--- src/rtl/tl_buffer_ad_if.sv ---
// TileLink-UL A/D channel bundle seen by tl_buffer_ad: the "in" side faces the
// crossbar (client), the "out" side faces the 64-bit width widget (manager).
interface tl_buffer_ad_if;
  // A channel, client side (enqueue)
  logic        auto_in_a_valid;
  logic        auto_in_a_ready;
  logic [2:0]  auto_in_a_bits_opcode;
  logic [2:0]  auto_in_a_bits_param;
  logic [2:0]  auto_in_a_bits_size;
  logic [7:0]  auto_in_a_bits_source;
  logic [30:0] auto_in_a_bits_address;
  logic [7:0]  auto_in_a_bits_mask;
  logic [63:0] auto_in_a_bits_data;
  logic        auto_in_a_bits_corrupt;

  // A channel, widget side (dequeue)
  logic        auto_out_a_valid;
  logic        auto_out_a_ready;
  logic [2:0]  auto_out_a_bits_opcode;
  logic [2:0]  auto_out_a_bits_param;
  logic [2:0]  auto_out_a_bits_size;
  logic [7:0]  auto_out_a_bits_source;
  logic [30:0] auto_out_a_bits_address;
  logic [7:0]  auto_out_a_bits_mask;
  logic [63:0] auto_out_a_bits_data;
  logic        auto_out_a_bits_corrupt;

  // D channel, widget side (enqueue)
  logic        auto_out_d_valid;
  logic        auto_out_d_ready;
  logic [2:0]  auto_out_d_bits_opcode;
  logic [1:0]  auto_out_d_bits_param;
  logic [2:0]  auto_out_d_bits_size;
  logic [7:0]  auto_out_d_bits_source;
  logic        auto_out_d_bits_sink;
  logic        auto_out_d_bits_denied;
  logic [63:0] auto_out_d_bits_data;
  logic        auto_out_d_bits_corrupt;

  // D channel, client side (dequeue)
  logic        auto_in_d_valid;
  logic        auto_in_d_ready;
  logic [2:0]  auto_in_d_bits_opcode;
  logic [1:0]  auto_in_d_bits_param;
  logic [2:0]  auto_in_d_bits_size;
  logic [7:0]  auto_in_d_bits_source;
  logic        auto_in_d_bits_sink;
  logic        auto_in_d_bits_denied;
  logic [63:0] auto_in_d_bits_data;
  logic        auto_in_d_bits_corrupt;

  // The buffer itself
  modport slave (
    input  auto_in_a_valid, auto_in_a_bits_opcode, auto_in_a_bits_param,
           auto_in_a_bits_size, auto_in_a_bits_source, auto_in_a_bits_address,
           auto_in_a_bits_mask, auto_in_a_bits_data, auto_in_a_bits_corrupt,
    output auto_in_a_ready,
    output auto_out_a_valid, auto_out_a_bits_opcode, auto_out_a_bits_param,
           auto_out_a_bits_size, auto_out_a_bits_source, auto_out_a_bits_address,
           auto_out_a_bits_mask, auto_out_a_bits_data, auto_out_a_bits_corrupt,
    input  auto_out_a_ready,
    input  auto_out_d_valid, auto_out_d_bits_opcode, auto_out_d_bits_param,
           auto_out_d_bits_size, auto_out_d_bits_source, auto_out_d_bits_sink,
           auto_out_d_bits_denied, auto_out_d_bits_data, auto_out_d_bits_corrupt,
    output auto_out_d_ready,
    output auto_in_d_valid, auto_in_d_bits_opcode, auto_in_d_bits_param,
           auto_in_d_bits_size, auto_in_d_bits_source, auto_in_d_bits_sink,
           auto_in_d_bits_denied, auto_in_d_bits_data, auto_in_d_bits_corrupt,
    input  auto_in_d_ready
  );

  // The environment around the buffer (client + widget together)
  modport master (
    output auto_in_a_valid, auto_in_a_bits_opcode, auto_in_a_bits_param,
           auto_in_a_bits_size, auto_in_a_bits_source, auto_in_a_bits_address,
           auto_in_a_bits_mask, auto_in_a_bits_data, auto_in_a_bits_corrupt,
    input  auto_in_a_ready,
    input  auto_out_a_valid, auto_out_a_bits_opcode, auto_out_a_bits_param,
           auto_out_a_bits_size, auto_out_a_bits_source, auto_out_a_bits_address,
           auto_out_a_bits_mask, auto_out_a_bits_data, auto_out_a_bits_corrupt,
    output auto_out_a_ready,
    output auto_out_d_valid, auto_out_d_bits_opcode, auto_out_d_bits_param,
           auto_out_d_bits_size, auto_out_d_bits_source, auto_out_d_bits_sink,
           auto_out_d_bits_denied, auto_out_d_bits_data, auto_out_d_bits_corrupt,
    input  auto_out_d_ready,
    input  auto_in_d_valid, auto_in_d_bits_opcode, auto_in_d_bits_param,
           auto_in_d_bits_size, auto_in_d_bits_source, auto_in_d_bits_sink,
           auto_in_d_bits_denied, auto_in_d_bits_data, auto_in_d_bits_corrupt,
    output auto_in_d_ready
  );
endinterface

--- src/rtl/tl_buffer_ad.sv ---
// Two independent registered FIFOs (A requests, D responses) that cut the
// valid/ready and payload paths between the crossbar and the width widget.
module tl_buffer_ad_fifo #(
  parameter int WIDTH = 8,
  parameter int DEPTH = 2
) (
  input  logic             clock,
  input  logic             reset,
  input  logic             enq_valid,
  output logic             enq_ready,
  input  logic [WIDTH-1:0] enq_bits,
  output logic             deq_valid,
  input  logic             deq_ready,
  output logic [WIDTH-1:0] deq_bits
);
  localparam int PW = (DEPTH > 1) ? $clog2(DEPTH) : 1;
  localparam int CW = $clog2(DEPTH + 1);
  localparam logic [PW-1:0] LAST = PW'(DEPTH - 1);
  localparam logic [CW-1:0] FULL = CW'(DEPTH);

  logic [WIDTH-1:0] mem [DEPTH];
  logic [PW-1:0]    head_reg, head_next;
  logic [PW-1:0]    tail_reg, tail_next;
  logic [CW-1:0]    count_reg, count_next;
  logic             enq_fire, deq_fire;

  // Handshakes depend on registered occupancy only; no flow-through path.
  assign enq_ready = (count_reg != FULL);
  assign deq_valid = (count_reg != '0);
  assign enq_fire  = enq_valid && enq_ready;
  assign deq_fire  = deq_valid && deq_ready;
  assign deq_bits  = mem[head_reg];

  always_comb begin
    head_next  = head_reg;
    tail_next  = tail_reg;
    count_next = count_reg;
    // Explicit wrap so non-power-of-two depths never index past the array.
    if (deq_fire) head_next = (head_reg == LAST) ? '0 : head_reg + PW'(1);
    if (enq_fire) tail_next = (tail_reg == LAST) ? '0 : tail_reg + PW'(1);
    case ({enq_fire, deq_fire})
      2'b10:   count_next = count_reg + CW'(1);
      2'b01:   count_next = count_reg - CW'(1);
      default: count_next = count_reg;
    endcase
  end

  always_ff @(posedge clock) begin
    if (reset) begin
      head_reg  <= '0;
      tail_reg  <= '0;
      count_reg <= '0;
    end else begin
      head_reg  <= head_next;
      tail_reg  <= tail_next;
      count_reg <= count_next;
    end
  end

  // Storage is deliberately left out of reset; occupancy alone gates visibility.
  always_ff @(posedge clock) begin
    if (enq_fire) mem[tail_reg] <= enq_bits;
  end
endmodule

module tl_buffer_ad #(
  parameter int A_DEPTH = 2,
  parameter int D_DEPTH = 2
) (
  input logic           clock,
  input logic           reset,
  tl_buffer_ad_if.slave bus
);
  localparam int A_W = 3 + 3 + 3 + 8 + 31 + 8 + 64 + 1;
  localparam int D_W = 3 + 2 + 3 + 8 + 1 + 1 + 1 + 64;

  logic [A_W-1:0] a_enq_bits, a_deq_bits;
  logic [D_W-1:0] d_enq_bits, d_deq_bits;

  assign a_enq_bits = {bus.auto_in_a_bits_opcode, bus.auto_in_a_bits_param,
                       bus.auto_in_a_bits_size, bus.auto_in_a_bits_source,
                       bus.auto_in_a_bits_address, bus.auto_in_a_bits_mask,
                       bus.auto_in_a_bits_data, bus.auto_in_a_bits_corrupt};

  assign {bus.auto_out_a_bits_opcode, bus.auto_out_a_bits_param,
          bus.auto_out_a_bits_size, bus.auto_out_a_bits_source,
          bus.auto_out_a_bits_address, bus.auto_out_a_bits_mask,
          bus.auto_out_a_bits_data, bus.auto_out_a_bits_corrupt} = a_deq_bits;

  assign d_enq_bits = {bus.auto_out_d_bits_opcode, bus.auto_out_d_bits_param,
                       bus.auto_out_d_bits_size, bus.auto_out_d_bits_source,
                       bus.auto_out_d_bits_sink, bus.auto_out_d_bits_denied,
                       bus.auto_out_d_bits_corrupt, bus.auto_out_d_bits_data};

  assign {bus.auto_in_d_bits_opcode, bus.auto_in_d_bits_param,
          bus.auto_in_d_bits_size, bus.auto_in_d_bits_source,
          bus.auto_in_d_bits_sink, bus.auto_in_d_bits_denied,
          bus.auto_in_d_bits_corrupt, bus.auto_in_d_bits_data} = d_deq_bits;

  tl_buffer_ad_fifo #(.WIDTH(A_W), .DEPTH(A_DEPTH)) a_fifo (
    .clock     (clock),
    .reset     (reset),
    .enq_valid (bus.auto_in_a_valid),
    .enq_ready (bus.auto_in_a_ready),
    .enq_bits  (a_enq_bits),
    .deq_valid (bus.auto_out_a_valid),
    .deq_ready (bus.auto_out_a_ready),
    .deq_bits  (a_deq_bits)
  );

  tl_buffer_ad_fifo #(.WIDTH(D_W), .DEPTH(D_DEPTH)) d_fifo (
    .clock     (clock),
    .reset     (reset),
    .enq_valid (bus.auto_out_d_valid),
    .enq_ready (bus.auto_out_d_ready),
    .enq_bits  (d_enq_bits),
    .deq_valid (bus.auto_in_d_valid),
    .deq_ready (bus.auto_in_d_ready),
    .deq_bits  (d_deq_bits)
  );
endmodule
--- src/flat_wrapper.sv ---
// flat-port wrapper written by rule: the top's interface ports become plain ports
module tl_buffer_ad_flat 
#(
  parameter int A_DEPTH = 2,
  parameter int D_DEPTH = 2
)
  (clock, reset, bus_auto_in_a_valid, bus_auto_in_a_bits_opcode, bus_auto_in_a_bits_param, bus_auto_in_a_bits_size, bus_auto_in_a_bits_source, bus_auto_in_a_bits_address, bus_auto_in_a_bits_mask, bus_auto_in_a_bits_data, bus_auto_in_a_bits_corrupt, bus_auto_in_a_ready, bus_auto_out_a_valid, bus_auto_out_a_bits_opcode, bus_auto_out_a_bits_param, bus_auto_out_a_bits_size, bus_auto_out_a_bits_source, bus_auto_out_a_bits_address, bus_auto_out_a_bits_mask, bus_auto_out_a_bits_data, bus_auto_out_a_bits_corrupt, bus_auto_out_a_ready, bus_auto_out_d_valid, bus_auto_out_d_bits_opcode, bus_auto_out_d_bits_param, bus_auto_out_d_bits_size, bus_auto_out_d_bits_source, bus_auto_out_d_bits_sink, bus_auto_out_d_bits_denied, bus_auto_out_d_bits_data, bus_auto_out_d_bits_corrupt, bus_auto_out_d_ready, bus_auto_in_d_valid, bus_auto_in_d_bits_opcode, bus_auto_in_d_bits_param, bus_auto_in_d_bits_size, bus_auto_in_d_bits_source, bus_auto_in_d_bits_sink, bus_auto_in_d_bits_denied, bus_auto_in_d_bits_data, bus_auto_in_d_bits_corrupt, bus_auto_in_d_ready);
  tl_buffer_ad_if bus_i ();
  input logic clock;
  input logic reset;
  input wire logic [$bits(bus_i.auto_in_a_valid)-1:0] bus_auto_in_a_valid;
  input wire logic [$bits(bus_i.auto_in_a_bits_opcode)-1:0] bus_auto_in_a_bits_opcode;
  input wire logic [$bits(bus_i.auto_in_a_bits_param)-1:0] bus_auto_in_a_bits_param;
  input wire logic [$bits(bus_i.auto_in_a_bits_size)-1:0] bus_auto_in_a_bits_size;
  input wire logic [$bits(bus_i.auto_in_a_bits_source)-1:0] bus_auto_in_a_bits_source;
  input wire logic [$bits(bus_i.auto_in_a_bits_address)-1:0] bus_auto_in_a_bits_address;
  input wire logic [$bits(bus_i.auto_in_a_bits_mask)-1:0] bus_auto_in_a_bits_mask;
  input wire logic [$bits(bus_i.auto_in_a_bits_data)-1:0] bus_auto_in_a_bits_data;
  input wire logic [$bits(bus_i.auto_in_a_bits_corrupt)-1:0] bus_auto_in_a_bits_corrupt;
  output wire logic [$bits(bus_i.auto_in_a_ready)-1:0] bus_auto_in_a_ready;
  output wire logic [$bits(bus_i.auto_out_a_valid)-1:0] bus_auto_out_a_valid;
  output wire logic [$bits(bus_i.auto_out_a_bits_opcode)-1:0] bus_auto_out_a_bits_opcode;
  output wire logic [$bits(bus_i.auto_out_a_bits_param)-1:0] bus_auto_out_a_bits_param;
  output wire logic [$bits(bus_i.auto_out_a_bits_size)-1:0] bus_auto_out_a_bits_size;
  output wire logic [$bits(bus_i.auto_out_a_bits_source)-1:0] bus_auto_out_a_bits_source;
  output wire logic [$bits(bus_i.auto_out_a_bits_address)-1:0] bus_auto_out_a_bits_address;
  output wire logic [$bits(bus_i.auto_out_a_bits_mask)-1:0] bus_auto_out_a_bits_mask;
  output wire logic [$bits(bus_i.auto_out_a_bits_data)-1:0] bus_auto_out_a_bits_data;
  output wire logic [$bits(bus_i.auto_out_a_bits_corrupt)-1:0] bus_auto_out_a_bits_corrupt;
  input wire logic [$bits(bus_i.auto_out_a_ready)-1:0] bus_auto_out_a_ready;
  input wire logic [$bits(bus_i.auto_out_d_valid)-1:0] bus_auto_out_d_valid;
  input wire logic [$bits(bus_i.auto_out_d_bits_opcode)-1:0] bus_auto_out_d_bits_opcode;
  input wire logic [$bits(bus_i.auto_out_d_bits_param)-1:0] bus_auto_out_d_bits_param;
  input wire logic [$bits(bus_i.auto_out_d_bits_size)-1:0] bus_auto_out_d_bits_size;
  input wire logic [$bits(bus_i.auto_out_d_bits_source)-1:0] bus_auto_out_d_bits_source;
  input wire logic [$bits(bus_i.auto_out_d_bits_sink)-1:0] bus_auto_out_d_bits_sink;
  input wire logic [$bits(bus_i.auto_out_d_bits_denied)-1:0] bus_auto_out_d_bits_denied;
  input wire logic [$bits(bus_i.auto_out_d_bits_data)-1:0] bus_auto_out_d_bits_data;
  input wire logic [$bits(bus_i.auto_out_d_bits_corrupt)-1:0] bus_auto_out_d_bits_corrupt;
  output wire logic [$bits(bus_i.auto_out_d_ready)-1:0] bus_auto_out_d_ready;
  output wire logic [$bits(bus_i.auto_in_d_valid)-1:0] bus_auto_in_d_valid;
  output wire logic [$bits(bus_i.auto_in_d_bits_opcode)-1:0] bus_auto_in_d_bits_opcode;
  output wire logic [$bits(bus_i.auto_in_d_bits_param)-1:0] bus_auto_in_d_bits_param;
  output wire logic [$bits(bus_i.auto_in_d_bits_size)-1:0] bus_auto_in_d_bits_size;
  output wire logic [$bits(bus_i.auto_in_d_bits_source)-1:0] bus_auto_in_d_bits_source;
  output wire logic [$bits(bus_i.auto_in_d_bits_sink)-1:0] bus_auto_in_d_bits_sink;
  output wire logic [$bits(bus_i.auto_in_d_bits_denied)-1:0] bus_auto_in_d_bits_denied;
  output wire logic [$bits(bus_i.auto_in_d_bits_data)-1:0] bus_auto_in_d_bits_data;
  output wire logic [$bits(bus_i.auto_in_d_bits_corrupt)-1:0] bus_auto_in_d_bits_corrupt;
  input wire logic [$bits(bus_i.auto_in_d_ready)-1:0] bus_auto_in_d_ready;
  assign bus_i.auto_in_a_valid = bus_auto_in_a_valid;
  assign bus_i.auto_in_a_bits_opcode = bus_auto_in_a_bits_opcode;
  assign bus_i.auto_in_a_bits_param = bus_auto_in_a_bits_param;
  assign bus_i.auto_in_a_bits_size = bus_auto_in_a_bits_size;
  assign bus_i.auto_in_a_bits_source = bus_auto_in_a_bits_source;
  assign bus_i.auto_in_a_bits_address = bus_auto_in_a_bits_address;
  assign bus_i.auto_in_a_bits_mask = bus_auto_in_a_bits_mask;
  assign bus_i.auto_in_a_bits_data = bus_auto_in_a_bits_data;
  assign bus_i.auto_in_a_bits_corrupt = bus_auto_in_a_bits_corrupt;
  assign bus_auto_in_a_ready = bus_i.auto_in_a_ready;
  assign bus_auto_out_a_valid = bus_i.auto_out_a_valid;
  assign bus_auto_out_a_bits_opcode = bus_i.auto_out_a_bits_opcode;
  assign bus_auto_out_a_bits_param = bus_i.auto_out_a_bits_param;
  assign bus_auto_out_a_bits_size = bus_i.auto_out_a_bits_size;
  assign bus_auto_out_a_bits_source = bus_i.auto_out_a_bits_source;
  assign bus_auto_out_a_bits_address = bus_i.auto_out_a_bits_address;
  assign bus_auto_out_a_bits_mask = bus_i.auto_out_a_bits_mask;
  assign bus_auto_out_a_bits_data = bus_i.auto_out_a_bits_data;
  assign bus_auto_out_a_bits_corrupt = bus_i.auto_out_a_bits_corrupt;
  assign bus_i.auto_out_a_ready = bus_auto_out_a_ready;
  assign bus_i.auto_out_d_valid = bus_auto_out_d_valid;
  assign bus_i.auto_out_d_bits_opcode = bus_auto_out_d_bits_opcode;
  assign bus_i.auto_out_d_bits_param = bus_auto_out_d_bits_param;
  assign bus_i.auto_out_d_bits_size = bus_auto_out_d_bits_size;
  assign bus_i.auto_out_d_bits_source = bus_auto_out_d_bits_source;
  assign bus_i.auto_out_d_bits_sink = bus_auto_out_d_bits_sink;
  assign bus_i.auto_out_d_bits_denied = bus_auto_out_d_bits_denied;
  assign bus_i.auto_out_d_bits_data = bus_auto_out_d_bits_data;
  assign bus_i.auto_out_d_bits_corrupt = bus_auto_out_d_bits_corrupt;
  assign bus_auto_out_d_ready = bus_i.auto_out_d_ready;
  assign bus_auto_in_d_valid = bus_i.auto_in_d_valid;
  assign bus_auto_in_d_bits_opcode = bus_i.auto_in_d_bits_opcode;
  assign bus_auto_in_d_bits_param = bus_i.auto_in_d_bits_param;
  assign bus_auto_in_d_bits_size = bus_i.auto_in_d_bits_size;
  assign bus_auto_in_d_bits_source = bus_i.auto_in_d_bits_source;
  assign bus_auto_in_d_bits_sink = bus_i.auto_in_d_bits_sink;
  assign bus_auto_in_d_bits_denied = bus_i.auto_in_d_bits_denied;
  assign bus_auto_in_d_bits_data = bus_i.auto_in_d_bits_data;
  assign bus_auto_in_d_bits_corrupt = bus_i.auto_in_d_bits_corrupt;
  assign bus_i.auto_in_d_ready = bus_auto_in_d_ready;
  tl_buffer_ad #(.A_DEPTH(A_DEPTH), .D_DEPTH(D_DEPTH)) u_core (.clock(clock), .reset(reset), .bus(bus_i));
endmodule
--- config.mk ---
export PLATFORM = sky130hd
export DESIGN_NAME = tl_buffer_ad_flat
export DESIGN_NICKNAME = d
export VERILOG_FILES = /design/src/rtl/tl_buffer_ad_if.sv /design/src/rtl/tl_buffer_ad.sv /design/src/flat_wrapper.sv
export SDC_FILE = /design/constraint.sdc
export NUM_CORES = 1
export LEC_CHECK = 0
export ABC_CLOCK_PERIOD_IN_PS = 5200
export BUFFER_PORTS_ARGS = -buffer_cell sky130_fd_sc_hd__buf_2
export CORE_AREA = 5 5 190 192
export CTS_CLUSTER_SIZE = 20
export DETAILED_ROUTE_END_ITERATION = 8
export DIE_AREA = 0 0 195 197
export HOLD_SLACK_MARGIN = 0.05
export PLACE_DENSITY = 0.71
export SLEW_MARGIN = 10
export SYNTH_ARGS = -nofsm -noshare
export SYNTH_HDL_FRONTEND = slang
export SYNTH_HIERARCHICAL = 1
export SYNTH_SLANG_ARGS = --single-unit
--- constraint.sdc ---
create_clock -name clock -period 5.2 [get_ports clock]
set_input_delay 0.26 -clock clock [delete_from_list [all_inputs] [get_ports clock]]
set_output_delay 0.26 -clock clock [all_outputs]
set_load 0.01 [all_outputs]
# Word level (Yosys, flattened, before mapping)
# Memories as Yosys holds them, arrays and structs flattened. A register that Yosys moved wholly into a read port is not among the register bits.
# Cells that the tools add are included.
# word_totals
ramBits	408
out_inout_bits	208
ff_bits	8
n_memories	2
elab_cells	44
# mem_list
name	depth	word_bits	read_ports	rd_ports_with_merged_regs	write_ports	line_no	source
u_core.a_fifo.mem	2	121	1	1	1	tl_buffer_ad.sv:21	logic [WIDTH-1:0] mem [DEPTH];
u_core.d_fifo.mem	2	83	1	1	1	tl_buffer_ad.sv:21	
# op_classes
reduce_logical	8
n_eq_ne	6
n_addsub	8
muxes	14
# op_table
operator	count
$mux W1	12
$pmux W2 S2	2
$reduce_bool A2 Y1	4
$add A1 B1 Y1 const B	4
$add A2 B1 Y2 const B	2
$eq A2 B1 Y1 const B	2
$eq A2 B2 Y1 const B	2
$logic_and A1 B1 Y1	4
$ne A2 B2 Y1 const B	2
$sub A2 B1 Y2 const B	2

# Depth between registers and ports, before layout
# depth
ltp_word	4
mapped_depth	6
mapped_depth_nobuf	6

# Modules after synthesis
# Netlist, hierarchy kept.
# modules_own_cells
mod	cells_per_inst	instances	area_per_inst_um2
tl_buffer_ad_fifo (u_core.a_fifo)	400	1	8939.8
tl_buffer_ad_fifo (u_core.d_fifo)	282	1	6204.7

# Worst setup path after synthesis
# Ideal clock, no wire load.
# synth_timing
path_type	reg-to-reg
start	register u_core.a_fifo.count_reg[0]
end	memory u_core/a_fifo/mem[1][0] in the netlist's numbering, enable pin
setup_slack_ns	1.212
n_path_buf	0
required_ns	4.705
path_stages_with_launch	3
arrival_time_ns	3.493
path_cell_list	dfxtp_1 nand2b_1 and3_1
# synth_between
elab_chain_len	4
# synth_lines
item	line_no	source
start, declared	tl_buffer_ad.sv:24	logic [CW-1:0] count_reg, count_next;
start signal, assigned	tl_buffer_ad.sv:56	count_reg <= count_next;
$ne A2 B2 Y1	tl_buffer_ad.sv:28	assign enq_ready = (count_reg != FULL);
net bus_auto_in_a_ready	flat_wrapper.sv:20	output wire logic [$bits(bus_i.auto_in_a_ready)-1:0] bus_auto_in_a_ready;
$logic_and A1 B1 Y1	tl_buffer_ad.sv:30	assign enq_fire = enq_valid && enq_ready;
$mux W1	tl_buffer_ad.sv:62	if (enq_fire) mem[tail_reg] <= enq_bits;
$mux W1 (not written as such)	tl_buffer_ad.sv:62	
end, declared	tl_buffer_ad.sv:21	
# The timed path passes the listed nets, and every way through them passes these cells.

==> Flow_metrics.wiki <==
{| class="wikitable"
! Metric !! Value
|-
| Critical Path Start Type || flip-flop
|-
| CTS tree || built
|-
| Worst r2r dst || u_core/d_fifo/mem[0][40]
|-
| PostCTS Resize Cnt || 0
|-
| Width of the die || 195 um
|-
| Flops & latches, synth || 418
|-
| Setup Total Neg Slack || 0 ps
|-
| Total number of clock tree sinks || 418
|-
| Post-Route Utilization || 61.8%
|-
| Final-stage net count || 1549
|-
| Fraction of layout cells with a size suffix above 1 || 51.3%
|-
| DRC violation count after routing || 0
|-
| Post-synthesis average cell area || 22.2 sq um
|-
| Number of hold-slack violations in the final timing report || 0
|-
| Worst-skew pair later-pin latency || 530 ps
|-
| Via Count || 9039
|-
| Termination of the worst setup path || bus_auto_out_a_bits_data[54]
|-
| Post-Route WL || 38600 um
|-
| Pwr per Cell Area || 468 nW/um^2
|-
| Worst IR drop on VDD || 0.347 mV
|-
| Largest registers ranked by flip-flop count || u_core/a_fifo/mem: 242 flops, u_core/d_fifo/mem: 166 flops
|-
| Critical path data arrival time || 2580 ps
|-
| Simple-gate share of the synthesized area || 0.628%
|-
| Total count of max-transition violations in the final report || 0
|-
| Area of the mapped netlist || 15100 sq um
|-
| H-tree depth || 2
|-
| Dominant combinational cell family by area after synthesis || multiplexers
|-
| Relative max-transition margin || 46.4%
|-
| Standard-cell rows || 68
|-
| Register with the most flip-flops || u_core/a_fifo/mem
|-
| Yosys warns || 6
|-
| Initial core utilization || 44.3%
|-
| R2r worst-path depth || 4
|-
| Capturing element type of the critical path || output port
|-
| Post-detail-place hpwl || 24000 um
|-
| Leakage power || 0.00793 uW
|-
| Final critical-path share of the clock period || 54.6%
|-
| Maximum number of pins on one net before global-route repair || 58
|-
| Placeable Area || 34200 sq um
|-
| Setup repair after global routing missed its margin || no
|-
| Root Buffer Master || sky130_fd_sc_hd__clkbuf_16
|-
| First-pass GRT wire length || 58100 um
|-
| Synth unique cells || 20
|-
| Setup violations, final || 0
|-
| Adder-cell share of the synthesized area || 0.165%
|-
| DRT antenna net count || 0
|-
| Post-synthesis compound-gate area fraction || 0.430%
|-
| Max-cap check violation count || 0
|-
| Routability cong. || 0.879
|-
| Startpoint of the worst-slack reg-to-reg timing path || u_core/d_fifo/count_reg[0]
|-
| Slew at the pin with the worst max-slew slack || 804 ps
|-
| Highest fanout seen on the critical path || 51
|-
| Detailed-route wire length per cell || 21.1 um
|-
| Clock input transition at the sequential cells of the worst setup and hold paths || 60 ps
|-
| Number of detailed-route iterations in the first pass || 5
|-
| Initial drt markers || 512
|-
| Die Y-Extent || 197 um
|-
| Avg Vias per Cell || 4.95
|-
| Total grt overflow || 0
|-
| Worst reg2reg setup slack || 2850 ps
|-
| Multiplexer share of the synthesized area || 15.2%
|-
| Cells after synthesis || 682
|-
| Global-route total usage across every layer || 19.4%
|-
| Hold-fix buffers at CTS || 207
|-
| IO Count || 418
|-
| Share of synthesized area occupied by flip-flops and latches || 82.2%
|-
| Req. time, crit path || 4940 ps
|-
| Shortest clock period the worst path allows after layout || 2840 ps
|-
| Port Buffers || 417
|-
| Inserted Clock Buffers || 42
|-
| Post-synth net total || 894
|-
| Number of antenna violations at the first check in global routing || 6
|-
| Result of the run || finished clean
|-
| Flip-flop count of the largest register, all copies and words added || 242
|-
| Count of buffers added by post-CTS timing repair for setup || 0
|-
| Area enclosed by the die boundary || 38400 sq um
|-
| FMAX || 352 MHz
|-
| Max clock buf depth || 3
|-
| Layout Area Growth over Synthesis || 39.6%
|-
| Critical path class || reg2out
|-
| Hold crit path type || in2reg
|-
| Via count of the first global-routing pass || 9906
|-
| Post-Synth XOR/XNOR Area || 0.347%
|-
| Largest clock skew in the final design || 15.1 ps
|}
## power breakdown
| part | total (uW) | switching, uW | internal (uW) |
|---|---|---|---|
| Combinational | 2510 | 1330 | 1180 |
| Sequential | 4490 | 230 | 4260 |
| Clock | 2900 | 1210 | 1680 |
## worst min-delay path by stage
stage | endpoint | cells after the start | start | slack, ps
floorplan | u_core/a_fifo/count_reg[1] | 1 | reset | 330
global placement | u_core/a_fifo/mem[0][52] | 1 | bus_auto_in_a_bits_data[51] | 450
detailed placement | u_core/a_fifo/mem[0][32] | 1 | bus_auto_in_a_bits_data[31] | 450
CTS | flip-flop | 4 | bus_auto_out_a_ready | 120
global route | flip-flop | 4 | bus_auto_in_d_ready | 190
finish | flip-flop | 4 | bus_auto_out_a_ready | 150
## cells by family after synthesis
family                     count (synthesis)
adders and majority gates                  2
and+or+nand+nor                           18
AOI/OAI and AO/OA                         10
buffers and inverters                     24
muxes                                    204
DFF                                      418
xor gates and xnor gates                   6
## synthesized netlist by cell type
cell type / count / area share (%)
sky130_fd_sc_hd__o21a_1: 2 / 0.099
sky130_fd_sc_hd__buf_4: 16 / 0.79
sky130_fd_sc_hd__or2_2: 2 / 0.083
sky130_fd_sc_hd__nand2_1: 2 / 0.050
sky130_fd_sc_hd__and3_1: 2 / 0.083
sky130_fd_sc_hd__xnor2_1: 4 / 0.23
sky130_fd_sc_hd__dfxtp_1: 10 / 1.3
sky130_fd_sc_hd__xor2_1: 2 / 0.12
sky130_fd_sc_hd__a21bo_2: 2 / 0.13
sky130_fd_sc_hd__buf_2: 6 / 0.20
sky130_fd_sc_hd__nand3b_1: 2 / 0.099
sky130_fd_sc_hd__or3_1: 2 / 0.083
sky130_fd_sc_hd__ha_1: 2 / 0.17
sky130_fd_sc_hd__inv_1: 2 / 0.050
sky130_fd_sc_hd__edfxtp_1: 408 / 81
sky130_fd_sc_hd__o21ai_0: 2 / 0.066
sky130_fd_sc_hd__a21oi_1: 4 / 0.13
sky130_fd_sc_hd__nand2b_1: 2 / 0.083
sky130_fd_sc_hd__nor2_1: 6 / 0.15
sky130_fd_sc_hd__mux2_2: 204 / 15
## cell usage in the layout (no fill, tap or decap), types with 2 or more instances in the layout
cell type / count
sky130_fd_sc_hd__xor2_1: 2
sky130_fd_sc_hd__bufinv_16: 4
sky130_fd_sc_hd__o21ai_0: 2
sky130_fd_sc_hd__buf_2: 417
sky130_fd_sc_hd__and3_4: 2
sky130_fd_sc_hd__clkbuf_1: 6
sky130_fd_sc_hd__ha_1: 2
sky130_fd_sc_hd__clkinv_1: 6
sky130_fd_sc_hd__dlygate4sd3_1: 207
sky130_fd_sc_hd__mux2_2: 204
sky130_fd_sc_hd__a21oi_1: 4
sky130_fd_sc_hd__dfxtp_4: 2
sky130_fd_sc_hd__clkbuf_16: 42
sky130_fd_sc_hd__xnor2_1: 4
sky130_fd_sc_hd__or3_1: 2
sky130_fd_sc_hd__nand2_1: 2
sky130_fd_sc_hd__clkinv_2: 7
sky130_fd_sc_hd__diode_2: 7
sky130_fd_sc_hd__o21a_1: 2
sky130_fd_sc_hd__nor2_1: 6
sky130_fd_sc_hd__buf_4: 9
sky130_fd_sc_hd__nand3b_1: 2
sky130_fd_sc_hd__nand2b_1: 2
sky130_fd_sc_hd__edfxtp_1: 408
sky130_fd_sc_hd__a21bo_2: 2
sky130_fd_sc_hd__or2_2: 2
sky130_fd_sc_hd__dfxtp_1: 8
sky130_fd_sc_hd__clkinvlp_4: 5
## critical path: stages (launching register included)
cell	delay, ps
sky130_fd_sc_hd__dfxtp_4	810
sky130_fd_sc_hd__buf_4	600
sky130_fd_sc_hd__mux2_2	430
sky130_fd_sc_hd__buf_2	150
## through the flow
step / std cells / setup WS (ps) / hold slack [ps] / power [uW] / instance area [sq um]
after global routing: 1826 / 2250 / 194 / 10300 / 21100
after CTS: 1820 / 2370 / 121 / 9940 / 21100
final: 1827 / 2360 / 152 / 9900 / 21100
after global placement: 1541 / 2910 / 447 / 6870 / 17700
after floorplan: 682 / 1210 / 329 / 5970 / 15100
after detailed placement: 1541 / 2870 / 452 / 6900 / 17700
## routing by layer
metal | vias to the layer above | share of wire [%] | track usage, %
met3 | 59 | 11 | 6.74
met5 | - | 0 | 0
li1 | 4043 | - | -
met1 | 4385 | 37 | 23.8
met2 | 552 | 50 | 33.3
met4 | 0 | 1.9 | 4.58
## layout make-up
type	instances	area (sq um)
inverters	2	11.3
clock buffers	48	1070
repair buffers	633	4230
fillers	2329	13100
well taps	455	569
clock inverters	24	244
diodes	7	17.5
flip-flops and latches	418	12500
multi-input cells	240	2540
Note: power is estimated with default switching activity, not from simulation.
